<file path="src/rtl/glitch_pkg.sv">
// Shared types for the glitch checker datapath.
//   tx_state_t  : TX serialiser states.
//   fault_rec_t : one queued fault record (observed byte, XOR syndrome).
//   make_rec    : builds a record from the observed and expected bytes.
package glitch_pkg;

    typedef enum logic [1:0] {
        IDLE,
        SEND_OBS,
        SEND_SYN
    } tx_state_t;

    typedef struct packed {
        logic [7:0] obs;
        logic [7:0] syn;
    } fault_rec_t;

    function automatic fault_rec_t make_rec(input logic [7:0] obs, input logic [7:0] exp_b);
        fault_rec_t r;
        r.obs = obs;
        r.syn = obs ^ exp_b;
        return r;
    endfunction

endpackage

</file>
<file path="src/rtl/fault_fifo.sv">
// Synchronous FIFO holding fault records for the glitch checker.
// DEPTH must be a power of 2 and at least 2; pointers wrap naturally.
// Ports:
//   glitched_clk : clock
//   rst          : synchronous active-low reset (clears storage, pointers, occupancy)
//   push_i       : write wr_data_i; ignored when full (full is the pre-edge occupancy)
//   pop_i        : advance read pointer; ignored when empty
//   flush_i      : discard all entries; wins over push and pop
//   wr_data_i    : element to write
//   rd_data_o    : head element (valid when not empty)
//   full_o       : occupancy equals DEPTH
//   empty_o      : occupancy is zero
module fault_fifo
    import glitch_pkg::*;
#(
    parameter int unsigned DEPTH = 4,
    parameter type elem_t = fault_rec_t
) (
    input  logic  glitched_clk,
    input  logic  rst,
    input  logic  push_i,
    input  logic  pop_i,
    input  logic  flush_i,
    input  elem_t wr_data_i,
    output elem_t rd_data_o,
    output logic  full_o,
    output logic  empty_o
);

    localparam int unsigned AW = $clog2(DEPTH);
    localparam logic [AW:0] FULL_CNT = (AW + 1)'(DEPTH);

    elem_t          mem_q [DEPTH];
    elem_t          mem_d [DEPTH];
    logic [AW-1:0]  wr_ptr_q, wr_ptr_d;
    logic [AW-1:0]  rd_ptr_q, rd_ptr_d;
    logic [AW:0]    count_q, count_d;
    logic           do_push, do_pop;

    assign full_o    = (count_q == FULL_CNT);
    assign empty_o   = (count_q == '0);
    assign rd_data_o = mem_q[rd_ptr_q];

    assign do_push = push_i && !full_o;
    assign do_pop  = pop_i && !empty_o;

    always_comb begin
        mem_d    = mem_q;
        wr_ptr_d = wr_ptr_q;
        rd_ptr_d = rd_ptr_q;
        count_d  = count_q;
        if (flush_i) begin
            wr_ptr_d = '0;
            rd_ptr_d = '0;
            count_d  = '0;
        end else begin
            if (do_push) begin
                mem_d[wr_ptr_q] = wr_data_i;
                wr_ptr_d        = wr_ptr_q + AW'(1);
            end
            if (do_pop) begin
                rd_ptr_d = rd_ptr_q + AW'(1);
            end
            case ({do_push, do_pop})
                2'b10:   count_d = count_q + (AW + 1)'(1);
                2'b01:   count_d = count_q - (AW + 1)'(1);
                default: count_d = count_q;
            endcase
        end
    end

    always_ff @(posedge glitched_clk) begin
        if (!rst) begin
            mem_q    <= '{default: '0};
            wr_ptr_q <= '0;
            rd_ptr_q <= '0;
            count_q  <= '0;
        end else begin
            mem_q    <= mem_d;
            wr_ptr_q <= wr_ptr_d;
            rd_ptr_q <= rd_ptr_d;
            count_q  <= count_d;
        end
    end

endmodule

</file>
<file path="config.mk">
export PLATFORM = sky130hd
export DESIGN_NAME = fault_fifo
export DESIGN_NICKNAME = d
export VERILOG_FILES = /design/src/rtl/glitch_pkg.sv /design/src/rtl/fault_fifo.sv
export SDC_FILE = /design/constraint.sdc
export NUM_CORES = 1
export LEC_CHECK = 0
export ABC_AREA = 0
export BUFFER_PORTS_ARGS = -buffer_cell sky130_fd_sc_hd__buf_2
export CORE_UTILIZATION = 41
export CTS_CLUSTER_DIAMETER = 200
export CTS_CLUSTER_SIZE = 14
export DETAILED_ROUTE_END_ITERATION = 8
export PLACE_DENSITY = 0.6
export SLEW_MARGIN = 5
export SYNTH_ARGS = -nofsm -noshare
export SYNTH_HDL_FRONTEND = slang
export SYNTH_SLANG_ARGS = --single-unit
</file>
<file path="constraint.sdc">
create_clock -name glitched_clk -period 4 [get_ports glitched_clk]
set_input_delay 0.8 -clock glitched_clk [delete_from_list [all_inputs] [get_ports glitched_clk]]
set_output_delay 0.8 -clock glitched_clk [all_outputs]
set_load 0.005 [all_outputs]
</file>
==> impl_metrics.json <==
{
  "status": "finished, final reports clean",
  "cp_cell_sequence": "buf_4 -> mux4_2 -> buf_2",
  "min_path_type": "reg -> reg",
  "criticalPathCategory": "reg -> out",
  "synth_cells": 298,
  "ff2ff_setup_slack_ps": 1700,
  "synth_top_family_by_area": "multiplexers",
  "syn_area_um2": 3220,
  "synth-xor-area-share_pct": 0.816,
  "avgSynthCellArea_um2": 10.8,
  "arrival_ps": 2090,
  "drt_iter0_drc": 110,
  "io_buffer_count": 38,
  "clk-insertion-delay-late_ps": 350,
  "dp_cells": 415,
  "drt_first_pass_iters": 4,
  "multi_input_area_um2": 1580,
  "period_needed_ps": 2890,
  "crit_family": "flip-flops",
  "holdWs_ps": 456,
  "path_max_fanout": 10,
  "final_area_um2": 3600,
  "timing.hold.worst_path_depth": 2,
  "cap_viol_max_count": 0,
  "placed_cell_area_um2": 3370,
  "fmax_ghz": 0.346,
  "grt_pass1_wl_um": 10700,
  "yosys_warnings": 0,
  "nets": 354,
  "worst_pin_slew_ps": 884,
  "setup_viol": 0,
  "drive_above_1_share_pct": 23.2,
  "routed_wl_um": 6220,
  "cts_tree": "built",
  "final_util_pct": 48.6,
  "synthSimpleGateAreaFrac_pct": 12.9,
  "synth_fp_nets": 325,
  "powerDensity_nw_per_um2": 410,
  "synthToLayoutAreaGrowth_pct": 11.8,
  "finalHoldViolations": 0,
  "holdCritStartpoint": "mem_q[25]",
  "drc": 0,
  "io-pin-count": 39,
  "slowest_delay_ps": 730,
  "postCtsSetupRepairBufs": 0,
  "num_vias": 2120,
  "ant_nets": 0,
  "grt_overflow": 0,
  "worst_clock_skew_ps": 12.8,
  "p_leak_uw": 0.00133,
  "start_kind": "flip-flop",
  "die_area_um2": 8210,
  "clock_sinks": 71,
  "grt_max_degree": 61,
  "nFillCells": 690,
  "ir_drop_mv": 0.159,
  "die_h_um": 90.6,
  "r2r-end": "count_q[2]",
  "slew_headroom_pct": 41.0,
  "clkTransAtPathRegs_ps": 70,
  "yosysUniqueCellTypes": 26,
  "seq_area_frac_synth_pct": 44.1,
  "synthMuxAreaShare_pct": 31.1,
  "antenna_cells": 0,
  "htree_levels": 3,
  "hold-path-endpoint": "mem_q[25]",
  "ys_seq_elements": 71,
  "stdcell_count": 431,
  "die_w_um": 90.6,
  "core_area_um2": 7410,
  "gp_congestion": 0.770,
  "rr_worst_depth": 8,
  "via_per_inst": 4.92,
  "root_buffer": "clkbuf_8",
  "grt_antenna_before_repair": 0,
  "critPathBufInv": 2,
  "finalCritPeriodShare_pct": 72.2,
  "ff_latch_area_um2": 1420,
  "cp_slowest_cell": "dfxtp_1",
  "dp_hpwl_um": 4100,
  "synth_compound_area_share_pct": 1.63,
  "finalSetupTns_ps": 0,
  "cts_resized": 0,
  "cp.required_ps": 3200,
  "rsz0062_at_grt": "false",
  "synth_fa_ha_area_share_pct": 2.56,
  "cts_buffers": 9,
  "avgRoutedWirePerCell_um": 14.4,
  "slew_viol_final": 0,
  "start_util_pct": 43.5,
  "grt_usage_pct": 16.7,
  "cp.depth": 3,
  "cp-end-kind": "primary output",
  "hold_buffers": 0,
  "reg2reg_from": "count_q[2]",
  "clock_path_buffers": 2,
  "grt_pass1_vias": 2161,
  "rows": 31
}
-- logic make-up (layout without fill, tap and decap cells) --
group | after synthesis | after routing
buffers and inverters | 30 | 64
flip-flops | 71 | 71
XOR/XNOR | 3 | 3
multiplexers | 80 | 80
AND/OR/NAND/NOR | 98 | 98
adder cells (fa/ha/maj) | 6 | 6
AO/OA/AOI/OAI | 10 | 10
-- metal layers --
layer	routed length, µm	part of all wire, %	vias up	GRT usage [%]
li1	-	-	1075	-
met1	3020	49	998	21.7
met4	70	1.1	0	4.84
met3	246	4.0	9	6.14
met5	0	0	-	0
met2	2880	46	38	26.0
-- flip-flops by register name, indices dropped and copies added (netlist names) --
| register | flops |
|---|---|
| wr_ptr_q | 2 |
| mem_q | 64 |
| rd_ptr_q | 2 |
| count_q | 3 |
-- how the worst max path moves through the flow --
| stage | startpoint | end | slack, ps |
|---|---|---|---|
| 6_report | rd_ptr_q[0] | rd_data_o[6] | 1110 |
| 5_1_grt | rd_ptr_q[0] | rd_data_o[6] | 920 |
| 4_1_cts | rd_ptr_q[0] | rd_data_o[6] | 1020 |
| 3_5_place_dp | rd_ptr_q[0] | rd_data_o[6] | 1410 |
| 3_3_place_gp | rd_ptr_q[0] | rd_data_o[1] | 1470 |
| 2_1_floorplan | pop_i | count_q[2] | 1860 |
-- final cells by class --
type	count	area share [%]
multi-input combinational	197	43.8
clock buffer	10	3.82
inverter	8	0.834
tap	99	3.44
clock inverter	6	2.57
sequential	71	39.5
timing repair buffer	40	6.04
-- cell usage after synthesis --
master / n / area, µm²
a21oi_1: 5 / 25.0
and3_4: 4 / 45.0
buf_12: 4 / 80.1
buf_2: 1 / 5.00
buf_4: 1 / 7.51
buf_6: 5 / 56.3
clkbuf_1: 11 / 41.3
dfxtp_1: 71 / 1420
fa_1: 1 / 20.0
ha_1: 5 / 62.6
inv_1: 7 / 26.3
inv_2: 1 / 3.75
mux2i_1: 64 / 641
mux4_2: 16 / 360
nand2_1: 82 / 308
nand2b_1: 1 / 6.26
nand3_1: 2 / 10.0
nor2_1: 4 / 15.0
nor2b_1: 1 / 6.26
nor3_1: 1 / 5.00
o21ai_0: 2 / 10.0
o21ai_1: 2 / 10.0
o31ai_1: 1 / 7.51
or3_1: 2 / 12.5
or3b_1: 1 / 8.76
xor2_1: 3 / 26.3
-- placed cells by master, fill, tap and decap left out, types with 2 or more instances in the layout --
cell type | netlist | layout
nand2_1 | 82 | 82
xor2_1 | 3 | 3
clkinvlp_4 | 0 | 2
a21oi_1 | 5 | 5
mux2i_1 | 64 | 64
dfxtp_1 | 71 | 71
clkbuf_8 | 0 | 10
nand3_1 | 2 | 2
ha_1 | 5 | 5
bufinv_16 | 0 | 2
buf_2 | 1 | 38
inv_1 | 7 | 7
or3_1 | 2 | 2
mux4_2 | 16 | 16
o21ai_1 | 2 | 2
nor2_1 | 4 | 4
and3_4 | 4 | 4
o21ai_0 | 2 | 2
-- worst min-delay path: stages (launching register included) --
cell and delay (ps):
dfxtp_1 310, nand2_1 50, mux2i_1 50
-- power by group --
group          internal [µW]  total, µW  switching, µW
Combinational           45.8        101           54.8
Clock                    371        648            277
Sequential               720        729           9.25
-- metrics by stage --
stage	total power, µW	setup WS, ps
3_5_place_dp	848	1410
5_1_grt	1540	921
6_report	1480	1110
3_3_place_gp	846	1470
4_1_cts	1500	1020
2_1_floorplan	815	1860
Note: power is estimated with default switching activity, not from simulation.
